===== config.mk =====
export PLATFORM = sky130hd
export DESIGN_NAME = seg7_bin_display
export DESIGN_NICKNAME = d
export VERILOG_FILES = /design/src/rtl/seg7_bin_display.sv
export SDC_FILE = /design/constraint.sdc
export NUM_CORES = 1
export LEC_CHECK = 0
export ABC_AREA = 1
export BUFFER_PORTS_ARGS = -buffer_cell sky130_fd_sc_hd__buf_2
export CORE_MARGIN = 2
export CORE_UTILIZATION = 57
export CTS_BUF_LIST = sky130_fd_sc_hd__clkbuf_2
export DETAILED_ROUTE_END_ITERATION = 12
export MAX_ROUTING_LAYER = met4
export PLACE_DENSITY = 0.77
export REMOVE_ABC_BUFFERS = 1
export SLEW_MARGIN = 15
export SYNTH_ARGS = -nofsm -noshare
export SYNTH_HDL_FRONTEND = slang
export SYNTH_SLANG_ARGS = --single-unit

===== constraint.sdc =====
create_clock -name clk -period 2.31 [get_ports clk]
set_clock_uncertainty 0.05 [all_clocks]
set_input_delay 0 -clock clk [delete_from_list [all_inputs] [get_ports clk]]
set_output_delay 0 -clock clk [all_outputs]
set_load 0.02 [all_outputs]

===== src/rtl/seg7_bin_display.sv =====
// seg7_bin_display
// Multi-digit 7-segment display controller. A binary value captured on an
// accepted load is converted to BCD one bit per clock (shift-add-3), then
// latched into a display register that drives NUM_DIGITS active-low segment
// buses with optional leading-zero blanking, overflow dashes and blinking.
//
// Ports:
//   clk       system clock, rising edge
//   reset_n   asynchronous active-low reset
//   load      start a conversion of value (only accepted when idle)
//   value     unsigned binary value, captured on the accepted load
//   blank_lz  1 = blank leading zero digits (digit 0 is always shown)
//   blink_en  1 = whole display blinks with a BLINK_DIV-cycle half period
//   busy      conversion in progress
//   done      one-cycle pulse when new digits reach the display
//   overflow  last converted value did not fit in NUM_DIGITS digits
//   segs      digit i at [7i+6:7i], bit6 = a ... bit0 = g, 0 = lit
module seg7_bin_display #(
  parameter int WIDTH      = 10,
  parameter int NUM_DIGITS = 4,
  parameter int BLINK_DIV  = 25000000
) (
  input  logic                    clk,
  input  logic                    reset_n,
  input  logic                    load,
  input  logic [WIDTH-1:0]        value,
  input  logic                    blank_lz,
  input  logic                    blink_en,
  output logic                    busy,
  output logic                    done,
  output logic                    overflow,
  output logic [7*NUM_DIGITS-1:0] segs
);

  localparam int CNT_W = $clog2(WIDTH + 1);
  localparam int BLK_W = $clog2(BLINK_DIV);
  localparam int BCD_W = 4 * NUM_DIGITS;
  localparam int SEG_W = 7 * NUM_DIGITS;

  typedef enum logic [1:0] {
    IDLE,
    SHIFT,
    UPDATE
  } state_t;

  state_t           state;
  logic [WIDTH-1:0] shreg;
  logic [BCD_W-1:0] bcd;
  logic             scr_ovf;
  logic [CNT_W-1:0] cnt;
  logic [BCD_W-1:0] disp_digits;
  logic             disp_valid;

  logic [BLK_W-1:0] blink_cnt;
  logic             phase_on;

  // Adjusted scratch BCD for this shift step: every digit >= 5 gets +3.
  logic [BCD_W-1:0] bcd_adj;

  always_comb begin
    bcd_adj = bcd;
    for (int i = 0; i < NUM_DIGITS; i++) begin
      if (bcd[4*i +: 4] >= 4'd5)
        bcd_adj[4*i +: 4] = bcd[4*i +: 4] + 4'd3;
    end
  end

  // Conversion FSM and display register. The top bit of the adjusted BCD is
  // what falls off the end on each shift; a 1 there means the value needs
  // more digits than we have.
  always_ff @(posedge clk or negedge reset_n) begin
    if (!reset_n) begin
      state       <= IDLE;
      shreg       <= '0;
      bcd         <= '0;
      scr_ovf     <= 1'b0;
      cnt         <= '0;
      busy        <= 1'b0;
      done        <= 1'b0;
      overflow    <= 1'b0;
      disp_digits <= '0;
      disp_valid  <= 1'b0;
    end else begin
      done <= 1'b0;
      case (state)
        IDLE: begin
          if (load) begin
            shreg   <= value;
            bcd     <= '0;
            scr_ovf <= 1'b0;
            cnt     <= CNT_W'(WIDTH);
            busy    <= 1'b1;
            state   <= SHIFT;
          end
        end
        SHIFT: begin
          bcd   <= {bcd_adj[BCD_W-2:0], shreg[WIDTH-1]};
          shreg <= shreg << 1;
          if (bcd_adj[BCD_W-1])
            scr_ovf <= 1'b1;
          cnt <= cnt - CNT_W'(1);
          if (cnt == CNT_W'(1))
            state <= UPDATE;
        end
        UPDATE: begin
          disp_digits <= bcd;
          disp_valid  <= 1'b1;
          overflow    <= scr_ovf;
          done        <= 1'b1;
          busy        <= 1'b0;
          state       <= IDLE;
        end
        default: state <= IDLE;
      endcase
    end
  end

  // Blink timebase: free-runs only while blinking, otherwise parked in the
  // visible phase so the display reappears as soon as blinking stops.
  always_ff @(posedge clk or negedge reset_n) begin
    if (!reset_n) begin
      blink_cnt <= '0;
      phase_on  <= 1'b1;
    end else if (!blink_en) begin
      blink_cnt <= '0;
      phase_on  <= 1'b1;
    end else if (blink_cnt == BLK_W'(BLINK_DIV - 1)) begin
      blink_cnt <= '0;
      phase_on  <= ~phase_on;
    end else begin
      blink_cnt <= blink_cnt + BLK_W'(1);
    end
  end

  function automatic logic [6:0] encode_digit(input logic [3:0] d);
    case (d)
      4'd0:    encode_digit = 7'b0000001;
      4'd1:    encode_digit = 7'b1001111;
      4'd2:    encode_digit = 7'b0010010;
      4'd3:    encode_digit = 7'b0000110;
      4'd4:    encode_digit = 7'b1001100;
      4'd5:    encode_digit = 7'b0100100;
      4'd6:    encode_digit = 7'b0100000;
      4'd7:    encode_digit = 7'b0001111;
      4'd8:    encode_digit = 7'b0000000;
      4'd9:    encode_digit = 7'b0000100;
      default: encode_digit = 7'b1111111;
    endcase
  endfunction

  // Segment pattern. During UPDATE the finished scratch result is used
  // directly so segs changes on the same edge that raises done, while the
  // display register still holds the old result for every other cycle.
  logic [SEG_W-1:0] segs_next;
  logic [BCD_W-1:0] src_digits;
  logic             src_valid;
  logic             src_ovf;
  logic             seen_nz;
  logic [3:0]       digit;
  logic [6:0]       code;

  always_comb begin
    src_digits = (state == UPDATE) ? bcd : disp_digits;
    src_valid  = (state == UPDATE) || disp_valid;
    src_ovf    = (state == UPDATE) ? scr_ovf : overflow;
    segs_next  = '1;
    seen_nz    = 1'b0;
    digit      = '0;
    code       = 7'b1111111;
    for (int i = NUM_DIGITS - 1; i >= 0; i--) begin
      digit = src_digits[4*i +: 4];
      if (digit != 4'd0)
        seen_nz = 1'b1;
      if (!src_valid)
        code = 7'b1111111;
      else if (src_ovf)
        code = 7'b1111110;
      else if (blank_lz && !seen_nz && (i != 0))
        code = 7'b1111111;
      else
        code = encode_digit(digit);
      segs_next[7*i +: 7] = code;
    end
    if (blink_en && !phase_on)
      segs_next = '1;
  end

  // Output register for the segment buses.
  always_ff @(posedge clk or negedge reset_n) begin
    if (!reset_n)
      segs <= '1;
    else
      segs <= segs_next;
  end

endmodule


==> key figures <==
Die
  • Core box area: 0.00959 mm2
  • Die Y: 103 um
  • Chip Width: 103 um
  • Die area: 0.0105 mm2
  • Row cnt: 36
  • Initial Utilization: 57.9%
  • IO Count: 46

Synthesis
  • #FFs+latches synth: 107
  • Top-count cell post-synth: nand2_1
  • Synth area leader: dfrtp_1
  • Asr flop ratio synth: 100%
  • Seq/Total Area, Yosys: 48.9%
  • Synth unique cells: 40
  • Syn avg cell area: 8.59 um2
  • Post-synth EDFFs: 0
  • Top cells by area, synth: dfrtp_1 35%, dfstp_2 14%, nand2_1 8.2%, ha_1 7.0%, inv_1 6.3%
  • Main synth FF type: dfrtp_1
  • Synth top cells by count: 122 x nand2_1, 93 x inv_1, 78 x dfrtp_1
  • Gate Count Post-Synth: 646
  • Post-Syn Area: 0.00555 mm2
  • Share of the synthesized area in the top cell type: 35.2%
  • YS warnings: 0

Detailed routing
  • Post-Route WL: 12.0 mm
  • Residual DRC: 0
  • Via count: 4,539
  • Via density: 5.27
  • DR top layer: met4
  • WL met2: 6.05 mm
  • Routed Antenna Nets: 0
  • Post-DR wirelength/cell: 13.9 um
  • Wire length on met1: 5.15 mm
  • Met3 routed wirelength: 467 um
  • First-pass iteration count of the detailed router: 5
  • DRT iter0 DRCs: 187

Timing
  • Hold Vio Cnt, Final: 0
  • Fmax: 460 MHz
  • RSZ-0062 raised after global routing: false
  • Slew @ Worst Pin: 0.791 ns
  • Min Clock Period, post-route: 2.17 ns
  • Slew headroom: 47.1%
  • Worst setup margin: 0.138 ns
  • Max Slew Vio Count: 0
  • Final setup fails: 0
  • Fin crit share: 94.0%

Place
  • Setup WS pre-CTS: 0.00328 ns
  • Placer Congestion: 0.890
  • IO Port Bufs: 45
  • Detailed Place HPWL: 8.82 mm
  • Post-Place Cells: 823

Final layout
  • Proportion of layout cells with a drive suffix above 1: 19.9%
  • Antenna cells: 0
  • Nets: 770
  • Non-Filler Instances: 862
  • Synth-to-layout area growth: 13.9%
  • Fillcell total: 790
  • Final core occ: 65.9%

Global route
  • Number of global-route vias before repair: 4,529
  • First-pass GRT wire length: 20.6 mm
  • Initial antenna violation count: 0
  • GRT Resource Usage Total: 25.9%
  • Largest net degree at the start of global routing: 58
  • Gr ovfl total: 0

Critical path
  • Critical path buffer and inverter count: 3
  • Crit path capture: segs[15]$_DFF_PN1_
  • Most frequent cell on the critical path: nand2_1
  • Arrival time at the worst endpoint: 2.67 ns
  • CP peak stage delay: 0.56 ns
  • Crit. Startpoint: state[1]$_DFFE_PN0P_
  • CP delay by family, top: simple AND/OR/NAND/NOR gates
  • Slowest cell on the critical path: dfrtp_2
  • CP Max Fanout: 8
  • FF-to-FF setup slack: 0.14 ns
  • Critical-path cell list: inv_2 -> nor2_4 -> or2_2 -> o21ai_2 -> ha_1 -> nand2_1 -> inv_1 -> nand3_2 -> nor2_4 -> inv_1 -> nand2_1 -> nor2_2 -> nand2_1
  • Required @ worst endpoint: 2.81 ns
  • Worst r2r path cells: 13
  • Crit start category: flip-flop
  • Worst path depth: 13
  • Worst setup path class: reg -> reg
  • FF-to-FF End: segs[15]$_DFF_PN1_
  • CP endpoint kind: flip-flop
  • Crit Reg-Reg Startpoint: state[1]$_DFFE_PN0P_

Power
  • Sequential share of power: 39.3%
  • Pleak: 3.05 nW
  • P_int: 0.00412 W
  • Clock network power share: 11.5%
  • Sw Share: 44.7%
  • Max VDD drop: 738 uV
  • Comb pwr share: 49.1%
  • P_sw: 0.00333 W
  • Power per Cell Area: 1180 mW/mm2

Clock network
  • H-Tree Depth: 3
  • CTS root buf: clkbuf_2
  • CTS Buf Count: 9
  • # clock sinks: 107
  • CTS tree: done
  • Clock Tree Buf Depth: 2
  • Reg clk slew, reported paths: 0.28 ns
  • Clock latency on the worst-skew pair: 0.63 ns

Worst hold path
  • Hold WC Path Type: in -> reg

Run status
  • Status: complete, no violations

Run
  • Max-Cap Viols: 0
==> repair_timing <==
action / 4_1_cts / 5_1_grt
hold endpoints to repair: 172 / 0
gates resized for setup: 2 / 6
hold buffers: 21 / 0
gates cloned: 0 / 0
setup buffers: 0 / 2
endpoints found under the setup margin: 8 / 10
==> metrics by stage <==
step / instance area (um2) / total power [W] / hold slack (ns) / TNS (ns)
2_1_floorplan: 5480 / 0.00549 / -0.346 / -0.812
3_3_place_gp: 5960 / 0.00634 / -0.169 / 0
3_5_place_dp: 5960 / 0.00653 / -0.167 / 0
6_report: 6320 / 0.00745 / 0.199 / 0
5_1_grt: 6320 / 0.00811 / 0.179 / 0
4_1_cts: 6280 / 0.00742 / 0.158 / 0
==> worst min-delay path, stage by stage <==
cell	delay, ns
dlygate4sd3_1	0.53
buf_2	0.18
nand3_1	0.09
nor2_1	0.04
==> how the worst min path moves through the flow <==
stage	startpoint	endpoint	cells past startpoint
floorplan	reset_n	bcd[0]$_DFFE_PN0P_	0
global placement	reset_n	blink_cnt[4]$_DFF_PN0_	1
detailed placement	reset_n	blink_cnt[4]$_DFF_PN0_	1
CTS	blink_en	blink_cnt[19]$_DFF_PN0_	4
global route	blink_en	blink_cnt[19]$_DFF_PN0_	4
finish	blink_en	blink_cnt[19]$_DFF_PN0_	4
==> sequential cells by signal, indices dropped and copies added (netlist names) <==
name / cells
disp_digits: 16
blink_cnt: 25
overflow: 1
state: 2
shreg: 10
cnt: 4
done: 1
scr_ovf: 1
busy: 1
bcd: 16
segs: 28
phase_on: 1
disp_valid: 1
==> area by class of cell <==
| type | instances | area [um2] | share of cell area, % |
|---|---|---|---|
| Clock buffer | 11 | 55.1 | 0.870 |
| Clock inverter | 5 | 55.1 | 0.870 |
| Inverter | 102 | 385 | 6.09 |
| Multi-Input combinational cell | 426 | 2410 | 38.1 |
| Sequential cell | 107 | 2720 | 42.9 |
| Tap cell | 133 | 166 | 2.63 |
| Timing Repair Buffer | 78 | 541 | 8.55 |
==> power by group through the flow <==
stage                     clock network, W  logic, W  registers, W
final                             0.000860   0.00366       0.00293
after global routing              0.000957   0.00415       0.00300
after global placement                   0   0.00340       0.00294
after detailed placement                 0   0.00356       0.00297
after floorplan                          0   0.00231       0.00318
after CTS                         0.000886   0.00361       0.00293
==> cells by family (layout without fill, tap and decap cells) <==
logic type / count (synthesis) / count (layout) / synth area share [%]
AOI/OAI and AO/OA: 99 / 99 / 10.9
adders and majority gates: 31 / 31 / 6.99
buffers and inverters: 113 / 196 / 8.20
xor gates and xnor gates: 17 / 17 / 2.68
DFF: 107 / 107 / 48.9
and+or+nand+nor: 279 / 279 / 22.4
==> layer usage <==
| metal | up-vias | GRT usage [%] |
|---|---|---|
| met5 | - | - |
| met1 | 2172 | 30.5 |
| met4 | 0 | 10.3 |
| met3 | 28 | 6.03 |
| li1 | 2234 | - |
| met2 | 105 | 43.3 |
==> placed cells by master, fill, tap and decap left out, drive strengths merged <==
master       count
ha              31
dfrtp           78
clkinv           3
a22oi            1
clkbuf          11
and3             1
nor3            21
nor2            65
nand2          134
nand4            7
buf             57
nor3b            1
a21oi           18
o22ai            5
xor2            11
inv            101
a221oi           9
dfstp           29
clkinvlp         2
o31ai            1
bufinv           1
or2              3
xnor2            6
nand3           45
dlygate4sd3     21
nand3b           2
o211ai           7
o21ai           58
Power figures use the tool's default switching activity.
